### config.mk
export PLATFORM = sky130hd
export DESIGN_NAME = display_scan
export DESIGN_NICKNAME = d
export VERILOG_FILES = /design/src/rtl/display_scan.sv
export SDC_FILE = /design/constraint.sdc
export NUM_CORES = 1
export LEC_CHECK = 0
export CAP_MARGIN = 20
export CORE_MARGIN = 10
export CORE_UTILIZATION = 57
export DETAILED_ROUTE_END_ITERATION = 12
export GPL_TIMING_DRIVEN = 1
export PLACE_DENSITY = 0.95
export SYNTH_ARGS = -nofsm -noshare
export SYNTH_HDL_FRONTEND = slang
export SYNTH_SLANG_ARGS = --single-unit
### constraint.sdc
create_clock -name clk -period 3.7 [get_ports clk]
set_input_delay 0.74 -clock clk [delete_from_list [all_inputs] [get_ports clk]]
set_output_delay 0.74 -clock clk [all_outputs]
set_load 0.05 [all_outputs]
### src/rtl/display_scan.sv
// display_scan: snapshots six 7-segment codes once per frame and scans them onto a shared bus.
module display_scan #(
  parameter int SEGMENTOS       = 7,
  parameter int DIGITS          = 6,
  parameter int TICKS_PER_DIGIT = 50000
) (
  input  logic                  clk,
  input  logic                  rst,
  input  logic                  en,
  input  logic [0:SEGMENTOS-1]  D_unidades,
  input  logic [0:SEGMENTOS-1]  D_decenas,
  input  logic [0:SEGMENTOS-1]  D_centenas,
  input  logic [0:SEGMENTOS-1]  D_millares,
  input  logic [0:SEGMENTOS-1]  D_decenas_millares,
  input  logic [0:SEGMENTOS-1]  D_centenas_millares,
  input  logic [DIGITS-1:0]     blank_mask,
  output logic [0:SEGMENTOS-1]  seg_out,
  output logic [DIGITS-1:0]     an_out,
  output logic                  frame_start
);
  localparam int PW = $clog2(TICKS_PER_DIGIT);
  typedef logic [0:SEGMENTOS-1] seg_t;
  logic [PW-1:0]     presc_q, presc_d;
  logic [2:0]        idx_q, idx_d;
  seg_t              snap_q [DIGITS];
  seg_t              snap_d [DIGITS];
  seg_t              d_in   [DIGITS];
  logic [DIGITS-1:0] blank_q, blank_d, an_d;
  seg_t              seg_d;
  logic              bad, load, last, dark;
  assign d_in = '{D_unidades, D_decenas, D_centenas, D_millares, D_decenas_millares, D_centenas_millares};
  // Outputs decode the current idx against the next-state snapshot, so a frame's first
  // digit shows the code captured on that very edge.
  always_comb begin
    bad     = idx_q > 3'(DIGITS - 1);
    load    = en && !bad && presc_q == '0 && idx_q == '0;
    last    = presc_q == PW'(TICKS_PER_DIGIT - 1);
    presc_d = bad ? '0 : en ? (last ? '0 : presc_q + 1'b1) : presc_q;
    idx_d   = bad ? '0 : (en && last) ? (idx_q == 3'(DIGITS - 1) ? '0 : idx_q + 3'd1) : idx_q;
    for (int i = 0; i < DIGITS; i++) snap_d[i] = load ? d_in[i] : snap_q[i];
    blank_d = load ? blank_mask : blank_q;
    dark    = !en || bad || blank_d[idx_q];
    seg_d   = dark ? '1 : snap_d[idx_q];
    an_d    = dark ? '1 : ~(DIGITS'(1) << idx_q);
  end
  always_ff @(posedge clk) begin
    if (rst) begin
      presc_q     <= '0;
      idx_q       <= '0;
      snap_q      <= '{default: '1};
      blank_q     <= '1;
      seg_out     <= '1;
      an_out      <= '1;
      frame_start <= 1'b0;
    end else begin
      presc_q     <= presc_d;
      idx_q       <= idx_d;
      snap_q      <= snap_d;
      blank_q     <= blank_d;
      seg_out     <= seg_d;
      an_out      <= an_d;
      frame_start <= load;
    end
  end
endmodule

[Word level (Yosys, flattened, before mapping)]
Cells that the tools add are included.
Cells by class
  $add $sub $neg: 2
  multiplexer cells: 14
  bitwise logic cells: 2
  equality and inequality tests: 2
  $lt $le $gt $ge: 3
  reduce and logical (&&, ||, !) cells: 12
  shifts and indexed selects: 1
Operators by type and width (number)
  $mux 7: 8
  $bmux 7 s3: 1
  $add 16x1->16 const B: 1
  $eq 16x16->1 const B: 1
  $logic_not 16->1: 1
  $mux 16: 1
  $mux 6: 1
  $not 6->6: 1
  $shl 1x3->6 const A: 1
  $ge 4x4->1 const B: 1
  $logic_and 1x1->1: 4
  $lt 3x4->1 const B: 1
  $not 3->4: 1
  $reduce_or 2->1: 2
  $add 3x1->3 const B: 1
  $bmux 1 s3: 1
  $eq 3x3->1 const B: 1
  $gt 3x3->1 const B: 1
  $logic_not 3->1: 1
  $mux 3: 1
  $logic_not 1->1: 2
  $logic_or 1x1->1: 2
  $mux 1: 1
Word-level totals
  bits of input ports: 51
  register bits after elaboration: 81
  output and inout bits: 14

[Longest topological paths before layout]
  depth in word-level cells: 10
  gate-level depth with buffers: 10

[Least setup slack after synthesis]
No wires, ideal clock.
  path kind: input port to flip-flop
  start: in en
  end: reg seg_out[1] (netlist name)
  buffers on the path: 2
  stages: 7
  setup slack: 1.473 ns
  arrival: 2.085 ns
  library setup time: 0.142 ns
  cell sequence: nor4b_1 -> and3_1 -> clkbuf_1 -> buf_2 -> a21boi_0 -> o311ai_0 -> nand4_1
Between the ends
  cells in the longest elaborated chain, start to end: 8
  elaborated cells between the ends (all ways): 19
  classes of those cells: 12 x mux; 7 x reduce/logical
RTL lines
  start, declared: RTL line 9  | input logic en,
  $logic_and 1x1->1 (3 in series): RTL line 36  | load = en && !bad && presc_q == '0 && idx_q == '0;
  $mux 6: RTL line 41  | blank_d = load ? blank_mask : blank_q;
  $bmux 1 s3: RTL line 42  | dark = !en || bad || blank_d[idx_q];
  $mux 1 (implied by the code): RTL line 42
  $logic_or 1x1->1: RTL line 42
  $reduce_or 2->1 (no source line)
  end signal, assigned: RTL line 60  | seg_out <= seg_d;
  end, declared: RTL line 17  | output logic [0:SEGMENTOS-1] seg_out,
Parallel ways exist; a longest one is shown, timed or not. The select of a mux whose other input is x is not followed.
A chain may end at the register's enable or synchronous reset.

[Worst setup path in the final report]
  start: reg presc_q[10]
  end: reg seg_out[5] (netlist name)
Between the ends
  cells in the longest elaborated chain, start to end: 8
  elaborated cells between the ends (all ways): 17
  classes of those cells: 12 x mux; 5 x reduce/logical
RTL lines
  start, declared: RTL line 23  | logic [PW-1:0] presc_q, presc_d;
  start signal, assigned: RTL line 56  | presc_q <= presc_d;
  $logic_not 16->1 (*): RTL line 36
  $logic_and 1x1->1 (*) (2 in series): RTL line 36
  $mux 6: RTL line 41
  $bmux 1 s3: RTL line 42
  $mux 1 (implied by the code): RTL line 42
  $logic_or 1x1->1: RTL line 42
  $reduce_or 2->1 (no source line)
Every way passes the cells marked *; elsewhere a longest branch is shown, timed or not. The select of a mux whose other input is x is not followed.

==> metrics.yaml <==
pwr:
  ir_drop_uv: 376
  finalPower_mw: 2.04
  p_per_area_nw_per_um2: 445
  p_leak_nw: 1.83
critical_path:
  cp.required_ps: 3910
  critPathMaxFanout: 19
  r2r_start: "presc_q[10]"
  crit_type: "flop to flop"
  r2r_setup_slack_ps: 910
  path_cells: "or4_4 > nor4_4 > buf_4 > a31oi_1 > a211oi_1 > nand4_1"
  cp_slowest_cell: "or4_4"
  r2r_cells: 6
  worstPathArrival_ps: 3000
  reg2reg_to: "seg_out[5]"
  crit_path_start_kind: "flop"
  worstSetupEndpointType: "flop"
  slowest_delay_ps: 570
synth:
  ys_seq_elements: 81
  ys_types: 43
  syn-num-nets: 477
  yosys.area.top_type: "dfxtp_1"
  synth-edff-count: 0
  synthCells: 423
  synth_seq_area_share_pct: 43.5
  synthArstFlopShare_pct: 0
  synth_area_um2: 3730
  ys.warnings.count: 0
  netlist_top_cells_area: "dfxtp_1 (44%), nand2_1 (6.0%), nand3b_1 (5.0%)"
  synth_top_area_share_pct: 43.5
  synth_flop_cell: "dfxtp_1"
  syn_area_per_cell_um2: 8.81
sta:
  slew_headroom_pct: 45.6
  setup-violations-final: 0
  fin_crit_ps: 2790
  finalHoldViolCount: 0
  rsz0062_at_grt: "no"
  clock.fmax_ghz: 0.358
  clock_skew_ps: 10.2
  slew_viol_final: 0
  worstMarginPinSlew_ps: 815
  setup_slack_ps: 909
  finalSetupTns_ps: 0
  period_share_pct: 75.4
global_route:
  first_global_vias: 3236
  antenna_found_initial: 0
  grt_pass1_wl_mm: 14.9
  grt_max_degree: 52
  grt_overflow: 0
  grt_use_total_pct: 17.8
clock_tree:
  cts_tree: "built"
  cts-htree-levels: 3
  postCtsSetupBuffers: 0
  cts_hold_buf: 0
  clk_path_buf_depth: 2
  cts_resized: 0
  path_clk_slew_ps: 70
  cts_num_sinks: 81
  cts_buffers: 9
  cts_root_buffer: "clkbuf_8"
  clk_latency_ps: 360
floorplanning:
  die_height_um: 101
  die_width_um: 101
  coreArea_um2: 6350
  start_util_pct: 58.7
  std_cell_rows: 29
  die_area_um2: 10200
  pin_count: 65
placement:
  port_buffers: 64
  hpwlAfterDp_mm: 6.35
  globalplace.congestion: 0.914
  placed_area_um2: 4340
  place_ws_ps: 709
cells_and_area:
  multi_input_comb_area_um2: 1900
  regArea_um2: 1620
  drive_gt1_share_pct: 5.49
  layout_common_cells: "dfxtp_1 (81), clkdlybuf4s50_1 (64), nand2_1 (60)"
  num-fill-cells: 451
  area_delta_synth_final_pct: 22.8
  final_common_cell: "dfxtp_1"
  antenna_cells: 0
  nNetsFinal: 525
  postLayoutCellArea_um2: 4580
detailed_routing:
  dr.max_layer_used: "met4"
  vias_per_cell: 5.89
  wl_mm: 9.16
  wl_met2_mm: 4.41
  drc: 0
  drtIter0Drc: 223
  met3_length_um: 551
  m1WireLength_mm: 3.94
  ant_nets: 0
  wl_per_cell_um: 16.6
  vias: 3247
  drtPass1Iterations: 5
job:
  drv_cap: 0
min_path:
  hp-class: "flop to flop"
  hold_path_depth: 2
  worstHoldStart: "snap_q[22]"
  worstHoldEndpoint: "snap_q[22]"
outcome:
  status: "complete, no violations"
registers in the layout, summed over array words and instances, names as in the netlist:
signal,flops
seg_out,7
frame_start,1
presc_q,16
an_out,6
idx_q,3
snap_q,42
blank_q,6
cells in the mapped netlist, types with 8 or more instances:
master	number
xor2_1	8
a211o_1	10
dfxtp_1	81
clkbuf_1	16
nand3b_1	25
nand2_1	60
a21boi_0	14
inv_1	11
nand2b_1	8
buf_2	11
and3_1	19
or3_1	16
nor2_1	31
xnor2_1	9
nand4_1	13
o31ai_1	14
mux2i_1	9
a21oi_1	11
critical path: cells and delay by family, from the launching register on:
| kind | cells | cell delay (ps) |
|---|---|---|
| and+or+nand+nor | 3 | 1280 |
| DFF | 1 | 360 |
| AOI/OAI and AO/OA | 2 | 660 |
| buffers and inverters | 1 | 350 |
power by group:
group | switching, mW | internal, mW | leakage, nW
registers | 0.0270 | 0.936 | 0.666
logic | 0.161 | 0.147 | 1.05
clock network | 0.307 | 0.460 | 0.115
total | 0.496 | 1.54 | 1.83
worst max-delay path by stage:
stage	from	endpoint	slack, ps	depth (start not counted)
finish	presc_q[10]	seg_out[5]	910	6
global route	presc_q[10]	blank_q[2]	780	6
global placement	en	an_out[0]	780	7
floorplan	en	seg_out[1]	1470	7
CTS	presc_q[10]	seg_out[4]	950	6
detailed placement	en	blank_q[0]	710	7
cell type report:
| type | count | share of cell area [%] |
|---|---|---|
| flip-flops and latches | 81 | 35.4 |
| inverters | 12 | 0.984 |
| clock buffers | 11 | 3.09 |
| well taps | 77 | 2.11 |
| repair buffers | 70 | 15.0 |
| multi-input cells | 297 | 41.4 |
| clock inverters | 3 | 1.97 |
metrics by stage:
stage	std cells	utilization (%)	hold slack (ps)
CTS	551	72.1	466
floorplan	423	-	428
detailed placement	537	68.4	448
global route	551	72.1	484
global placement	537	68.4	443
finish	551	72.1	463
metal layers:
layer / global-route usage (%) / up-vias
met5: 0 / -
met4: 8.59 / 0
met3: 3.29 / 33
met2: 28.8 / 135
met1: 22.2 / 1496
li1: - / 1583
kinds of logic after synthesis:
family                     synth area share (%)
adders and majority gates                  1.01
DFF                                        43.5
and+or+nand+nor                            29.2
muxes                                      2.42
xor gates and xnor gates                   4.00
buffers and inverters                      5.61
AOI/OAI and AO/OA                          14.2
Note: power is estimated with default switching activity, not from simulation.
